--- config.mk ---
export PLATFORM = sky130hd
export DESIGN_NAME = op_display_scheduler
export DESIGN_NICKNAME = d
export VERILOG_FILES = /design/src/rtl/op_display_scheduler.sv
export SDC_FILE = /design/constraint.sdc
export NUM_CORES = 1
export LEC_CHECK = 0
export BUFFER_PORTS_ARGS = -buffer_cell sky130_fd_sc_hd__buf_2
export CORE_AREA = 5 5 156 158
export DETAILED_ROUTE_END_ITERATION = 16
export DIE_AREA = 0 0 161 163
export PLACE_DENSITY = 0.61
export RECOVER_POWER = 25
export SYNTH_ARGS = -nofsm -noshare
export SYNTH_HDL_FRONTEND = slang
export SYNTH_SLANG_ARGS = --single-unit
--- constraint.sdc ---
create_clock -name clk -period 1.68 [get_ports clk]
set_clock_uncertainty 0.1 [all_clocks]
set_input_delay 0.42 -clock clk [delete_from_list [all_inputs] [get_ports clk]]
set_output_delay 0.42 -clock clk [all_outputs]
set_load 0.05 [all_outputs]
--- src/rtl/op_display_scheduler.sv ---
// op_display_scheduler: latches an operand, captures the selected operation image after settling,
// and scans the held image onto a multiplexed six-digit seven-segment bus.
module op_display_scheduler #(
  parameter int NUM_OPS = 8,
  parameter int SETTLE = 2,
  parameter int DWELL = 50000
) (
  input  logic                   clk,
  input  logic                   resetn,
  input  logic                   start,
  input  logic [2:0]             op_sel,
  input  logic [5:0]             bits_in,
  input  logic [NUM_OPS*42-1:0]  op_display,
  output logic [5:0]             op_bits,
  output logic                   busy,
  output logic                   done,
  output logic                   err,
  output logic [41:0]            disp,
  output logic [6:0]             seg,
  output logic [5:0]             digit_en
);
  localparam int SW = SETTLE > 1 ? $clog2(SETTLE) : 1;
  localparam int DW = DWELL > 1 ? $clog2(DWELL) : 1;
  typedef enum logic [1:0] {S_IDLE, S_SETTLE, S_CAPTURE} state_t;
  state_t state, state_nx;
  logic [SW-1:0] cnt;
  logic [DW-1:0] dwell;
  logic [2:0] sel_q, d;
  logic [41:0] imgs [8];
  logic [6:0] digs [8];
  logic sel_ok;
  // Unattached slots and digits read as zero so selects never reach outside the buses
  for (genvar k = 0; k < 8; k++) begin : g_tab
    if (k < NUM_OPS) begin : g_img
      assign imgs[k] = op_display[42*k +: 42];
    end else begin : g_nimg
      assign imgs[k] = '0;
    end
    if (k < 6) begin : g_dig
      assign digs[k] = disp[7*k +: 7];
    end else begin : g_ndig
      assign digs[k] = '0;
    end
  end
  assign sel_ok = 32'(sel_q) < NUM_OPS;
  always_comb begin
    state_nx = state == S_IDLE   ? (start ? S_SETTLE : S_IDLE) :
               state == S_SETTLE ? (cnt == '0 ? S_CAPTURE : S_SETTLE) : S_IDLE;
  end
  always_ff @(posedge clk or negedge resetn) begin
    if (!resetn) begin
      state   <= S_IDLE;
      busy    <= 1'b0;
      done    <= 1'b0;
      err     <= 1'b0;
      disp    <= '0;
      op_bits <= '0;
      sel_q   <= '0;
      cnt     <= '0;
    end else begin
      state <= state_nx;
      busy  <= state_nx != S_IDLE;
      done  <= state == S_CAPTURE;
      if (state == S_IDLE && start) begin
        op_bits <= bits_in;
        sel_q   <= op_sel;
        cnt     <= SW'(SETTLE - 1);
      end else if (state == S_SETTLE) begin
        cnt <= cnt - 1'b1;
      end
      if (state == S_CAPTURE) begin
        disp <= sel_ok ? imgs[sel_q] : '0;
        err  <= !sel_ok;
      end
    end
  end
  always_ff @(posedge clk or negedge resetn) begin
    if (!resetn) begin
      dwell <= '0;
      d     <= '0;
    end else if (dwell == DW'(DWELL - 1)) begin
      dwell <= '0;
      d     <= d == 3'd5 ? 3'd0 : d + 3'd1;
    end else begin
      dwell <= dwell + 1'b1;
    end
  end
  assign digit_en = 6'b1 << d;
  assign seg      = digs[d];
endmodule

==> impl_metrics.tcl <==
set metrics [dict create \
    status "finished, violations left" \
    violations "negative setup slack" \
    die_h_um 163 \
    drv_cap 0 \
    fmax_ghz 0.4456 \
    root_buffer "clkbuf_16" \
    total_leakage_power_nw 4.901 \
    first_global_vias 6697 \
    drtIter0Drc 214 \
    max_stage_delay_ns 0.51 \
    syn_to_final_growth_pct 78.60 \
    die_area_um2 26240 \
    crit_family "multiplexers" \
    rows 56 \
    required_ns 1.16 \
    cp_num_buf_inv 2 \
    yosysSeqAreaShare_pct 33.09 \
    worst_pin_slew_ns 0.9410 \
    numPortBuffers 410 \
    h-tree-depth 3 \
    rsz0062_at_grt "yes" \
    slew_headroom_pct 37.27 \
    finalWirelength_um 27810 \
    clock_sinks 75 \
    synth_area_um2 5672 \
    nNetsFinal 1314 \
    worst_slack_ns -0.5642 \
    routedWlPerCell_um 22.02 \
    setup_viol 60 \
    reg2reg_depth 6 \
    cp_max_fo 8 \
    fill_cells 2218 \
    startpoint_type "flop" \
    cp-endpoint "seg[3]" \
    grt_pass1_wl_um 40740 \
    vias_per_cell 4.810 \
    peakVddDrop_v 0.0009499 \
    hp-start "bits_in[4]" \
    grtUsageTotal_pct 20.90 \
    gp_congestion 0.8882 \
    antenna_found_initial 8 \
    cts_made_buffers 9 \
    place_ws_ns -0.2934 \
    firstDrtPassIters 4 \
    cp_num_cells 5 \
    min_path_type "in -> reg" \
    synth_area_leader_cell "mux4_2" \
    slew_viol_final 0 \
    drive_above_1_share_pct 76.57 \
    yosysWarnings 0 \
    synthCells 440 \
    start_util_pct 24.68 \
    synthTopCellsByArea "mux4_2 (36%), dfrtp_1 (33%), mux2i_1 (8.8%)" \
    vias 6075 \
    ff2ff_setup_slack_ns -0.19 \
    drc 0 \
    holdWs_ns 0.2099 \
    yosysTopAreaCellShare_pct 36.14 \
    p_int_mw 10.12 \
    switching_share_pct 44.27 \
    p_clk_share_pct 11.5 \
    core_area_um2 22980 \
    p_comb_share_pct 70.0 \
    cts_tree "yes" \
    cp_slowest_cell "mux4_2" \
    hold_violations 0 \
    clkTransAtPathRegs_ns 0.06 \
    min_period_over_period_pct 133.6 \
    io_pins 412 \
    path_class "reg -> out" \
    dpl.hpwl_um 23380 \
    end_kind "output port" \
    post-route-min-period_ns 2.244 \
    die_w_um 161 \
    overflow 0 \
    crit_chain "buf_12 > mux4_2 > nand2_2 > o21ai_2 > buf_6" \
    critPathLaunch "d[0]" \
    yosys.cell_types.count 35 \
    avgSynthCellArea_um2 12.89 \
    regToRegEndpoint "disp[28]" \
    powerDensity_nw_per_um2 1793 \
    p_sw_mw 8.040 \
    clk_latency_ns 0.34 \
    p_seq_share_pct 18.5 \
    syn-num-nets 790 \
    rr_startpoint "sel_q[0]" \
    grt_start_max_net_pins 32 \
    ant_nets 0 \
    synth-seq-cells 75 \
    cts_buffer_depth 2 \
    arrival_ns 1.72 \
]
[cells in the final DEF, fill, tap and decap left out, drive strengths merged, types with 2 or more instances in the layout]
cell,netlist,final
xor2,5,5
buf,27,548
ha,2,2
inv,4,3
nor3,3,3
mux2i,50,50
mux4,91,91
nand4,5,5
and4,4,4
nand3b,2,2
and3,5,5
bufinv,0,2
dfrtp,75,75
nand2,52,52
clkinvlp,0,2
o21ai,51,51
nand3,5,5
xnor2,7,7
clkbuf,14,16
diode,0,4
nand2b,3,3
nor2,13,13
mux2,11,11
clkinv,0,2
[layout make-up]
cell class | instances | area (um^2) | share of cell area [%]
diodes | 4 | 10.01 | 0.09881
clock inverters | 5 | 77.57 | 0.7658
flip-flops and latches | 75 | 1919 | 18.95
multi-input cells | 320 | 3800 | 37.51
clock buffers | 11 | 232.7 | 2.297
repair buffers | 554 | 3701 | 36.54
well taps | 290 | 362.8 | 3.582
inverters | 4 | 26.28 | 0.2594
[how the worst min path moves through the flow]
stage | end | cells after the start
floorplan | busy | 0
global placement | op_bits[4] | 1
detailed placement | op_bits[4] | 1
CTS | op_bits[4] | 2
global route | sel_q[2] | 2
finish | op_bits[4] | 2
[Yosys cell counts, drive strengths merged]
| cell | instances |
|---|---|
| nand3 | 5 |
| o21ai | 51 |
| nand4bb | 1 |
| clkbuf | 14 |
| mux2i | 50 |
| inv | 4 |
| nor3 | 3 |
| and4 | 4 |
| mux4 | 91 |
| or2 | 1 |
| nor4 | 1 |
| ha | 2 |
| mux2 | 11 |
| dfrtp | 75 |
| nand3b | 2 |
| nand4 | 5 |
| nor2 | 13 |
| nor3b | 1 |
| a41o | 1 |
| and2 | 1 |
| buf | 27 |
| xnor2 | 7 |
| a21oi | 1 |
| nand2 | 52 |
| a31oi | 1 |
| conb | 1 |
| and3 | 5 |
| nand2b | 3 |
| or4 | 1 |
| nor2b | 1 |
| xor2 | 5 |
[registers in the layout (all words and copies together), names as in the netlist]
| register | count |
|---|---|
| busy | 1 |
| op_bits | 6 |
| d | 3 |
| disp | 42 |
| dwell | 16 |
| done | 1 |
| state | 2 |
| cnt | 1 |
| sel_q | 3 |
[kinds of logic after synthesis]
kind of cell    Yosys count  share of synthesized area, %
flops                    75                         33.09
xor+xnor                 12                         1.853
compound gates           54                         4.942
other cells               1                       0.06612
buf+inv                  45                         3.905
fa+ha+maj                 2                        0.4411
mux                     152                         47.14
simple gates             99                         8.560
[per-layer routing]
layer	vias to the layer above	global-route usage, %	part of all wire, %
met5	-	0	0.16
li1	2792	-	-
met2	232	36.55	52
met3	39	5.037	5.8
met1	3004	25.84	40
met4	8	5.971	2.1
[per-stage QoR]
step           total power [mW]  cells  setup TNS (ns)  area (um^2)  util (%)
2_1_floorplan             10.29    440          -1.573         5782         -
4_1_cts                   18.21   1260          -10.92        10020     43.59
3_5_place_dp              14.33   1199          -6.242         8874     38.61
6_report                  18.16   1263          -10.18        10130     44.08
3_3_place_gp              14.27   1199          -5.599         8874     38.61
5_1_grt                   19.25   1263          -16.74        10130     44.08
[power groups by stage]
stage | clock, mW | sequential (mW) | combinational, mW
floorplan | 0 | 5.07 | 5.22
global placement | 0 | 3.43 | 10.8
detailed placement | 0 | 3.43 | 10.9
CTS | 2.15 | 3.40 | 12.7
global route | 2.24 | 3.47 | 13.5
finish | 2.09 | 3.35 | 12.7
[repair_timing]
item / 4_1_cts / 5_1_grt
setup buffers: 45 / 7
endpoints found under the setup margin: 66 / 76
gates cloned: 4 / 0
hold endpoints to repair: 27 / 0
hold buffers: 1 / 0
gates resized for setup: 118 / 85
pin swaps: 11 / 21
Note: power is estimated with default switching activity, not from simulation.
